$ cat src/rtl/spike_event_encoder.sv
// Serialises captured spike vectors into {timestamp, neuron_id} AER words for the event FIFO,
// tracking a free-running timestep and counting vectors lost to back-pressure.
module spike_event_encoder #(
    parameter int NUM_NEURONS = 16,
    parameter int ID_WIDTH    = 4,
    parameter int TS_WIDTH    = 16,
    parameter int DATA_WIDTH  = 32
) (
    input  logic                   clk,
    input  logic                   rst,
    input  logic                   tick,
    input  logic                   spike_valid,
    input  logic [NUM_NEURONS-1:0] spike_in,
    input  logic                   fifo_full,
    output logic                   fifo_enq,
    output logic [DATA_WIDTH-1:0]  fifo_data,
    output logic                   busy,
    output logic [TS_WIDTH-1:0]    ts_now,
    output logic [15:0]            drop_count,
    output logic                   overflow
);

    typedef enum logic {
        IDLE,
        DRAIN
    } state_e;

    state_e                 state_q, state_d;
    logic [NUM_NEURONS-1:0] pending_q, pending_d;
    logic [TS_WIDTH-1:0]    batch_ts_q, batch_ts_d;
    logic [TS_WIDTH-1:0]    ts_q, ts_d;
    logic                   enq_q, enq_d;
    logic [DATA_WIDTH-1:0]  data_q, data_d;
    logic [15:0]            drop_q, drop_d;
    logic                   ovf_q, ovf_d;

    logic [ID_WIDTH-1:0]    pick_id;
    logic                   pick_found;
    logic [NUM_NEURONS-1:0] remaining;
    logic                   accept;

    // Priority encoder: scanning downward leaves the lowest set index as the winner.
    always_comb begin
        pick_id    = '0;
        pick_found = 1'b0;
        for (int i = NUM_NEURONS - 1; i >= 0; i--) begin
            if (pending_q[i]) begin
                pick_id    = ID_WIDTH'(i);
                pick_found = 1'b1;
            end
        end
        remaining = pending_q & ~(NUM_NEURONS'(1) << pick_id);
    end

    always_comb begin
        // NOTE: every signal written here gets a default first, so no path can infer a latch.
        state_d    = state_q;
        pending_d  = pending_q;
        batch_ts_d = batch_ts_q;
        ts_d       = tick ? ts_q + TS_WIDTH'(1) : ts_q;
        enq_d      = 1'b0;
        data_d     = data_q;
        drop_d     = drop_q;
        ovf_d      = ovf_q;
        accept     = 1'b0;

        case (state_q)
            IDLE: accept = spike_valid;
            DRAIN: begin
                if (pick_found && !fifo_full) begin
                    enq_d                          = 1'b1;
                    data_d                         = '0;
                    data_d[ID_WIDTH-1:0]           = pick_id;
                    data_d[ID_WIDTH +: TS_WIDTH]   = batch_ts_q;
                    pending_d                      = remaining;
                    if (remaining == '0) begin
                        state_d = IDLE;
                        accept  = spike_valid;
                    end
                end else if (!pick_found) begin
                    state_d = IDLE;
                    accept  = spike_valid;
                end
                if (spike_valid && !accept) begin
                    drop_d = (drop_q == 16'hFFFF) ? drop_q : drop_q + 16'd1;
                    ovf_d  = 1'b1;
                end
            end
            default: state_d = IDLE;
        endcase

        // A capture overrides the drain bookkeeping: the old vector is fully issued by then.
        if (accept) begin
            pending_d  = spike_in;
            batch_ts_d = ts_q;
            state_d    = (spike_in != '0) ? DRAIN : IDLE;
        end
    end

    // NOTE: state registers use non-blocking assignments so all of them update from pre-edge values.
    always_ff @(posedge clk or posedge rst) begin
        if (rst) begin
            state_q    <= IDLE;
            pending_q  <= '0;
            batch_ts_q <= '0;
            ts_q       <= '0;
            enq_q      <= 1'b0;
            data_q     <= '0;
            drop_q     <= '0;
            ovf_q      <= 1'b0;
        end else begin
            state_q    <= state_d;
            pending_q  <= pending_d;
            batch_ts_q <= batch_ts_d;
            ts_q       <= ts_d;
            enq_q      <= enq_d;
            data_q     <= data_d;
            drop_q     <= drop_d;
            ovf_q      <= ovf_d;
        end
    end

    assign fifo_enq   = enq_q;
    assign fifo_data  = data_q;
    assign busy       = (state_q == DRAIN);
    assign ts_now     = ts_q;
    assign drop_count = drop_q;
    assign overflow   = ovf_q;

endmodule
$ cat config.mk
export PLATFORM = sky130hd
export DESIGN_NAME = spike_event_encoder
export DESIGN_NICKNAME = d
export VERILOG_FILES = /design/src/rtl/spike_event_encoder.sv
export SDC_FILE = /design/constraint.sdc
export NUM_CORES = 1
export LEC_CHECK = 0
export ABC_AREA = 0
export CAP_MARGIN = 5
export CORE_MARGIN = 8
export CORE_UTILIZATION = 55
export CTS_CLUSTER_DIAMETER = 100
export DETAILED_ROUTE_END_ITERATION = 8
export PLACE_DENSITY = 0.95
export SYNTH_ARGS = -nofsm -noshare
export SYNTH_HDL_FRONTEND = slang
export SYNTH_SLANG_ARGS = --single-unit
$ cat constraint.sdc
create_clock -name clk -period 5.1 [get_ports clk]
set_input_delay 1.02 -clock clk [delete_from_list [all_inputs] [get_ports clk]]
set_output_delay 1.02 -clock clk [all_outputs]
set_load 0.02 [all_outputs]
== Word-level counts from Yosys, hierarchy flattened ==
Index checks and enable logic that the tools add are counted.

* Shifts and indexed selects: 1
* Bitwise logic cells: 4
* Divide/modulo/power cells: 0
* Order comparisons: 0
* Multiply operators: 0
* Mux-type cells: 48
* Reduce and logical (&&, ||, !) cells: 12
* Eq/ne operators: 1
* Add/subtract/negate cells: 2

{| class="wikitable"
|+ Operators by type and width
! cell !! number
|-
| 4-bit two-way mux || 16
|-
| 16-bit two-way mux || 3
|-
| 16-bit by 1-bit adder with 16-bit output, second input constant || 2
|-
| 1-bit two-way mux || 28
|-
| 16-bit bitwise AND || 1
|-
| 16-bit == test, second input constant || 1
|-
| 16-bit zero test || 1
|-
| 16-bit inverter || 1
|-
| 16-bit nonzero test || 1
|-
| 1-bit by 4-bit left shift with 16-bit output, first input constant || 1
|-
| 2-bit AND reduction || 3
|-
| 2-bit nonzero test || 2
|-
| 3-bit AND reduction || 1
|-
| 1-bit logical AND || 2
|-
| 1-bit zero test || 2
|-
| 1-bit inverter || 2
|-
| 1-bit one-hot mux with 2 select lines || 1
|}

* Memories kept: 0
* Flip-flop bits (word level): 87
* Output and inout port bits: 67
* Memory bits (read-only): 0
* RAM bits: 0
* Bits in latches: 0
* Word-level logic and storage cells: 76

== Depth between registers and ports, before layout ==
Gate-level depths: netlist of the first run.

* Depth in word-level cells: 26
* Mapped depth: 12

== Worst setup path after synthesis of the first run ==
No wires, ideal clock.

* Path type: reg-to-reg
* Start: register pending_q[12]
* End: register batch_ts_q[10]
* Path buffers: 3
* Stages on the path, launching flop included: 11
* Library setup time: 0.125 ns
* Arrival time: 2.844 ns
* Slack: 2.131 ns
* Period minus slack after synthesis: 2.969 ns
* Data required time: 4.975 ns
* Path through: dfrtp_1 o311a_1 or4_1 buf_2 o31a_1 a2111oi_0 and4b_1 buf_6 o21ai_4 buf_6 mux2_4

* Cells in the longest elaborated chain, start to end: 21

{| class="wikitable"
|+ RTL lines
! element !! RTL line !! text
|-
| from (decl) || 29 || <nowiki>logic [NUM_NEURONS-1:0] pending_q, pending_d;</nowiki>
|-
| from (signal assigned) || 113 || <nowiki>pending_q <= pending_d;</nowiki>
|-
| 4-bit two-way mux (13 in series) || 47 || <nowiki>if (pending_q[i]) begin</nowiki>
|-
| 1-bit by 4-bit left shift with 16-bit output || 52 || <nowiki>remaining = pending_q & ~(NUM_NEURONS'(1) << pick_id);</nowiki>
|-
| 16-bit inverter || 52 ||
|-
| 16-bit bitwise AND || 52 ||
|-
| 16-bit zero test || 76 || <nowiki>if (remaining == '0) begin</nowiki>
|-
| 1-bit two-way mux || 76 ||
|-
| 1-bit two-way mux (*) || 70 || <nowiki>if (pick_found && !fifo_full) begin</nowiki>
|-
| 1-bit two-way mux (*) || 67 || <nowiki>case (state_q)</nowiki>
|-
| 1-bit one-hot mux with 2 select lines (*) || 67 ||
|-
| to (signal assigned) || 114 || <nowiki>batch_ts_q <= batch_ts_d;</nowiki>
|-
| to (decl) || 30 || <nowiki>logic [TS_WIDTH-1:0] batch_ts_q, batch_ts_d;</nowiki>
|}

Mark *: on every way between the ends. The rest lies on a longest branch, timed or not. The select of a mux whose other input is x is not followed.
A chain may end at the register's enable or synchronous reset.

== Final worst setup path of the first run ==
* Start: register pending_q[14]
* End: register batch_ts_q[0]

* Cells in the longest elaborated chain, start to end: 23

{| class="wikitable"
|+ RTL lines
! element !! RTL line
|-
| 4-bit two-way mux (15 in series) || 47
|-
| 1-bit by 4-bit left shift with 16-bit output || 52
|-
| 16-bit inverter || 52
|-
| 16-bit bitwise AND || 52
|-
| 16-bit zero test || 76
|-
| 1-bit two-way mux || 76
|-
| 1-bit two-way mux (*) || 70
|-
| 1-bit two-way mux (*) || 67
|-
| 1-bit one-hot mux with 2 select lines (*) || 67
|}

Marked as above.

==> results of run 1 <==
==> cell type report <==
class	instances	area (um^2)
Inverter	23	87.6
Sequential cell	87	2180
Fill cell	568	2400
Tap cell	102	128
Clock inverter	7	72.6
Multi-Input combinational cell	316	1880
Clock buffer	9	124
Timing Repair Buffer	78	773
==> cells in the mapped netlist, drive strengths merged, types with 4 or more instances <==
library cell / instances / area (um^2)
a31oi: 4 / 25.0
xnor2: 8 / 70.1
nand2: 91 / 342
a21o: 6 / 45.0
nor4: 14 / 87.6
inv: 23 / 86.3
nor3: 13 / 65.1
o21ai: 36 / 191
a21oi: 8 / 40.0
nor2: 24 / 90.1
mux2: 19 / 267
nand4: 6 / 37.5
and3: 4 / 25.0
buf: 19 / 144
dfrtp: 87 / 2180
xor2: 21 / 184
clkbuf: 11 / 41.3
nand2b: 4 / 25.0
nand3: 11 / 55.1
==> metal layers <==
metal,vias to the layer above,track usage [%],routed length [um]
met5,-,0,0
met4,0,9.00,276
met3,21,4.52,675
met2,151,34.5,5620
met1,1730,24.0,4540
li1,1639,-,-
==> where the power goes <==
group	switching [mW]	internal, mW	leakage (nW)
logic	0.918	0.607	1.28
clock network	0.278	0.192	0.0970
registers	0.226	0.868	1.15
total	1.42	1.67	2.53
==> cells by family after synthesis <==
kind of cell | after synthesis
muxes | 20
buffers and inverters | 53
adders and majority gates | 2
xor gates and xnor gates | 29
and+or+nand+nor | 182
DFF | 87
other | 1
AOI/OAI and AO/OA | 71
==> registers in the layout, summed over array words and instances, names as in the netlist <==
name and count:
fifo_data 20, batch_ts_q 16, drop_count 16, pending_q 16, ts_now 16, busy 1
fifo_enq 1, overflow 1
==> worst max path at each step <==
stage	start	end
global placement	pending_q[14]$_DFFE_PP0P_	batch_ts_q[5]$_DFFE_PP0P_
CTS	pending_q[0]$_DFFE_PP0P_	batch_ts_q[0]$_DFFE_PP0P_
global route	pending_q[0]$_DFFE_PP0P_	pending_q[12]$_DFFE_PP0P_
detailed placement	pending_q[0]$_DFFE_PP0P_	batch_ts_q[4]$_DFFE_PP0P_
finish	pending_q[14]$_DFFE_PP0P_	batch_ts_q[0]$_DFFE_PP0P_
floorplan	rst	batch_ts_q[0]$_DFFE_PP0P_
==> qor.yml, run 1 <==
hold_end: "overflow$_DFFE_PP0P_"
rows: 32
required_ns: 5.34
initial_core_util_pct: 56.1
path_cells: "nand2b_1 -> a221o_1 -> a221oi_1 -> a31oi_1 -> a2111oi_0 -> and4b_1 -> o21ai_4 -> mux2_2"
tightest_slew_ns: 1.03
post-route-util_pct: 68.6
grt_max_degree: 63
post_cts_resized: 0
p_leak_nw: 2.53
layout.nets: 538
cts_tree: "built"
worstSkewPairLatency_ns: 0.36
r2r-end: "batch_ts_q[0]$_DFFE_PP0P_"
synth-simple-area-share_pct: 19.6
viasPerCell: 5.69
synth_cell_type_count: 47
grt.overflow.total: 0
cp_top_family: "compound AO/OA/AOI/OAI gates"
critPathArrivalTime_ns: 4.34
die_area_um2: 10900
vias: 3541
cts_hold_buf: 0
drive_gt1_share_pct: 8.46
fin_cells: 622
cts_buffers: 9
pre_cts_slack_ns: 1.15
mostFrequentLayoutCells: "nand2_1 (91), dfrtp_1 (87), clkdlybuf4s50_1 (75)"
diodes: 0
r2r_slack_ns: 1.00
cp.buffers_inverters: 0
ys.flop_type: "dfrtp_1"
h-tree-depth: 3
crit_fanout: 32
port-buffer-count: 75
total_power_mw: 3.09
ir_worst_vdd_v: 0.000472
yosysSeqAreaShare_pct: 50.7
post_cts_buffers: 0
synth-edff-count: 0
clock_sinks: 87
die_x_um: 104
max_cap_violations: 0
syn_to_final_growth_pct: 22.2
synthMuxAreaShare_pct: 6.44
synth_top_family_by_area: "simple AND/OR/NAND/NOR gates"
relSlewSlack_pct: 31.2
synth-xor-area-share_pct: 5.92
post-route-drc-count: 0
drtIter0Drc: 196
die_height_um: 104
dpl_cell_area_um2: 5050
synthArstFlopShare_pct: 100
max_stage_delay_ns: 0.79
grt_pass1_wl_um: 18200
dr.pass1.iters: 5
power.density_nw_per_um2: 589
synth-compound-area-share_pct: 10.3
final-hold-violation-count: 0
dp_cells: 606
grt_pass1_vias: 3646
path_clk_slew_ns: 0.10
cts_root_buf: "clkbuf_8"
hpwl_um: 8010
slew_viol_final: 0
holdCritStartpoint: "overflow$_DFFE_PP0P_"
cpMaxStageDelayCell: "a221oi_1"
place_congestion: 0.957
ys_warn_count: 0
fin_setup_tns_ns: 0
hold_class: "reg2reg"
synthCells: 445
min_period_ns: 4.10
max_freq_mhz: 244
r2r_cells: 8
status: "completed"
fin_area_um2: 5250
worst_slack_ns: 1.00
final_common_cell: "nand2_1"
rsz0062_at_grt: "false"
core_um2: 7650
antenna_found_initial: 0
routedWlPerCell_um: 17.9
min_path_cells: 1
ys_ff_latch: 87
postRouteAntennaNets: 0
endpoint_kind: "flop"
holdWs_ns: 0.461
finalSetupViolations: 0
routed_wl_um: 11100
clk_path_buf_depth: 2
syn_area_um2: 4290
cp_num_cells: 8
synth_fa_ha_area_share_pct: 0.583
worst_setup_path_start_kind: "flop"
fin_worst_skew_ns: 0.0191
worstReg2RegStart: "pending_q[14]$_DFFE_PP0P_"
syn_area_per_cell_um2: 9.64
ios: 88
grtUsageTotal_pct: 20.3
worstSetupPathType: "reg2reg"
period_share_pct: 80.3
(Power assumes the default switching activity.)
==> run 2, diff against run 1 <==
--- a/config.mk
+++ b/config.mk
@@ -8,10 +8,10 @@
 export ABC_AREA = 0
 export CAP_MARGIN = 5
 export CORE_MARGIN = 8
-export CORE_UTILIZATION = 55
+export CORE_UTILIZATION = 46
 export CTS_CLUSTER_DIAMETER = 100
 export DETAILED_ROUTE_END_ITERATION = 8
-export PLACE_DENSITY = 0.95
+export PLACE_DENSITY = 0.88
 export SYNTH_ARGS = -nofsm -noshare
 export SYNTH_HDL_FRONTEND = slang
 export SYNTH_SLANG_ARGS = --single-unit
==> constraint.sdc (replaced) <==
create_clock -name clk -period 3.5 [get_ports clk]
set_input_delay 0.7 -clock clk [delete_from_list [all_inputs] [get_ports clk]]
set_output_delay 0.7 -clock clk [all_outputs]
set_load 0.02 [all_outputs]
==> run 2 against run 1 <==
Net effect: via count is 0.71% lower; maximum frequency grew 26%; largest power group unchanged; critical endpoint is now drop_count[1]$_DFFE_PP0P_; combinational power up 55%; sequential share of layout area shrank 0.56 points; utilization shrank 11 points; global-route usage fell by 3.1 points; worst setup slack lost 0.76 ns; clock power rose by 36%; critical path type unchanged.
==> qor.yml, run 2 (synthesis gave the netlist of run 1 again) <==
status: "completed"
worstReg2RegStart: "pending_q[12]$_DFFE_PP0P_"
path_clk_slew_ns: 0.09  # about the same
ios: 88  # unchanged
switchingPower_mw: 2.08  # +46%
h-tree-depth: 3  # unchanged
cp_top_family: "compound AO/OA/AOI/OAI gates"
use_met2_pct: 28.5  # -6.0 points
diodes: 0  # unchanged
grt_pass1_vias: 3551  # -2.6%
layout.nets: 545  # +1.3%
syn_to_final_growth_pct: 23.9
cpMaxStageDelayCell: "or4_4"
slew_viol_final: 0  # unchanged
hold_end: "overflow$_DFFE_PP0P_"
power.internal_mw: 2.51  # +50%
worst_setup_path_start_kind: "flop"
required_ns: 3.74  # -1.60 ns
worst_slack_ns: 0.244  # -0.758 ns
min_period_ns: 3.26  # -0.842 ns
finalSetupViolations: 0  # unchanged
top_usage_layer: "met2"
grtUsageMet3_pct: 4.24  # -0.28 points
postRouteAntennaNets: 0  # unchanged
die_height_um: 113  # +7.9%
tightest_slew_ns: 0.719  # -0.309 ns
post_cts_buffers: 0  # unchanged
die_area_um2: 12700  # +16%
fin_area_um2: 5320  # +1.4%
ir_worst_vdd_v: 0.000543  # +15%
pre_cts_slack_ns: 0.0880  # -1.06 ns
drive_gt1_share_pct: 10.2  # +1.8 points
period_share_pct: 93.0  # +13 points
routed_wl_um: 10700  # -3.3%
worstSetupPathType: "reg2reg"
p_sw_share_pct: 45.3  # -0.70 points
largest_register_ffs: 20  # unchanged
crit_fanout: 16  # -50%
combinationalPowerShare_pct: 51.4  # +2.0 points
r2r-end: "drop_count[1]$_DFFE_PP0P_"
endpoint_kind: "flop"
r2r_cells: 8  # unchanged
seqPwrFrac_pct: 34.6  # -0.8 points
initial_core_util_pct: 46.9  # -9.2 points
max_freq_mhz: 307  # +26%
viasPerCell: 5.51  # -3.2%
max_cap_violations: 0  # unchanged
dpl_cell_area_um2: 5120  # +1.4%
routedWlPerCell_um: 16.8  # -5.7%
post-route-drc-count: 0  # unchanged
p_leak_nw: 2.56  # +1.3%
cts_buffers: 9  # unchanged
holdCritStartpoint: "overflow$_DFFE_PP0P_"
grt.overflow.total: 0  # unchanged
drtIter0Drc: 303  # +55%
hold_class: "reg2reg"
grt_max_degree: 88  # +40%
mostFrequentLayoutCells: "nand2_1 (91), dfrtp_1 (87), clkdlybuf4s50_1 (75)"
cts_tree: "built"
grtUsageTotal_pct: 17.2  # -3.1 points
power.density_nw_per_um2: 862  # +47%
cts_root_buf: "clkbuf_8"
place_congestion: 0.976  # +2.0%
path_cells: "o311a_1 -> or4_4 -> o31a_1 -> a2111oi_1 -> and4b_2 -> buf_4 -> nor3_1 -> mux2_2"
vias: 3516  # -0.71%
port-buffer-count: 75  # unchanged
grt_pass1_wl_um: 17900  # -2.0%
final_common_cell: "nand2_1"
cp.buffers_inverters: 1  # +1
max_stage_delay_ns: 0.56  # -0.23 ns
rows: 35  # +9.4%
r2r_slack_ns: 0.24  # -0.76 ns
met1_usage_pct: 21.2  # -2.7 points
clock_sinks: 87  # unchanged
post-route-util_pct: 58.1  # -11 points
worstSkewPairLatency_ns: 0.35  # about the same
antenna_found_initial: 0  # unchanged
critPathArrivalTime_ns: 3.49  # -0.85 ns
die_x_um: 113  # +7.9%
relSlewSlack_pct: 51.9  # +21 points
total_power_mw: 4.59  # +49%
fin_setup_tns_ns: 0  # unchanged
core_um2: 9150  # +20%
clk_path_buf_depth: 2  # unchanged
hpwl_um: 7750  # -3.3%
dr.pass1.iters: 5  # unchanged
final-hold-violation-count: 0  # unchanged
min_path_cells: 1  # unchanged
pwr-share-clk_pct: 14.0  # -1.2 points
fin_worst_skew_ns: 0.0118  # -0.00729 ns
rsz0062_at_grt: "false"
-- run 2: changes by cell type in the layout (fill, tap and decap cells not counted), sizes merged --
cell	previous run	this run
buf	3	9
clkinv	3	5
inv	26	24
o21ai	36	37
-- run 2: how the worst max path moves through the flow --
| stage | slack, ns | end | cells after the start | from |
|---|---|---|---|---|
| after CTS | 0.09 | batch_ts_q[3]$_DFFE_PP0P_ | 7 | pending_q[12]$_DFFE_PP0P_ |
| after global routing | 0.04 | drop_count[1]$_DFFE_PP0P_ | 9 | pending_q[5]$_DFFE_PP0P_ |
| final | 0.24 | drop_count[1]$_DFFE_PP0P_ | 8 | pending_q[12]$_DFFE_PP0P_ |
| after floorplan | 0.53 | batch_ts_q[10]$_DFFE_PP0P_ | 10 | pending_q[12]$_DFFE_PP0P_ |
| after global placement | 0.23 | batch_ts_q[14]$_DFFE_PP0P_ | 7 | pending_q[12]$_DFFE_PP0P_ |
| after detailed placement | 0.09 | batch_ts_q[10]$_DFFE_PP0P_ | 7 | pending_q[12]$_DFFE_PP0P_ |
-- run 2: cell type report --
type / instances / area (um^2)
multi-input cells: 317 / 1900
clock buffers: 9 / 124
clock inverters: 7 / 55.1
fillers: 766 / 3830
repair buffers: 84 / 831
inverters: 23 / 87.6
flip-flops and latches: 87 / 2180
well taps: 111 / 139
-- run 2: power groups by stage --
stage | registers (mW) | logic [mW] | clock network [mW]
floorplan | 1.64 | 1.43 | 0
global placement | 1.58 | 2.25 | 0
detailed placement | 1.59 | 2.27 | 0
CTS | 1.58 | 2.29 | 0.659
global route | 1.63 | 2.58 | 0.707
finish | 1.59 | 2.36 | 0.641
-- run 2: worst register-to-register path, delay by kind of cell (launching register included) --
kind | cells | cell delay, ns
buffers and inverters | 1 | 0.25
DFF | 1 | 0.46
and+or+nand+nor | 3 | 1.05
AOI/OAI and AO/OA | 3 | 1.12
muxes | 1 | 0.28
-- run 2: metal layers --
metal / share of wire (%) / up-vias
met5: 0 / -
met4: 2.1 / 0
met3: 6.3 / 24
met2: 50 / 136
met1: 42 / 1708
li1: - / 1648
-- run 2: repair_timing --
item / CTS / global route
hold buffers: 0 / 0
gates resized for setup: 0 / 4
endpoints found under the setup margin: 0 / 40
-- run 2: metrics by stage --
stage	instances	hold WS, ns
4_1_cts	637	0.470
5_1_grt	638	0.488
3_5_place_dp	621	0.448
6_report	638	0.468
2_1_floorplan	456	0.433
3_3_place_gp	621	0.440
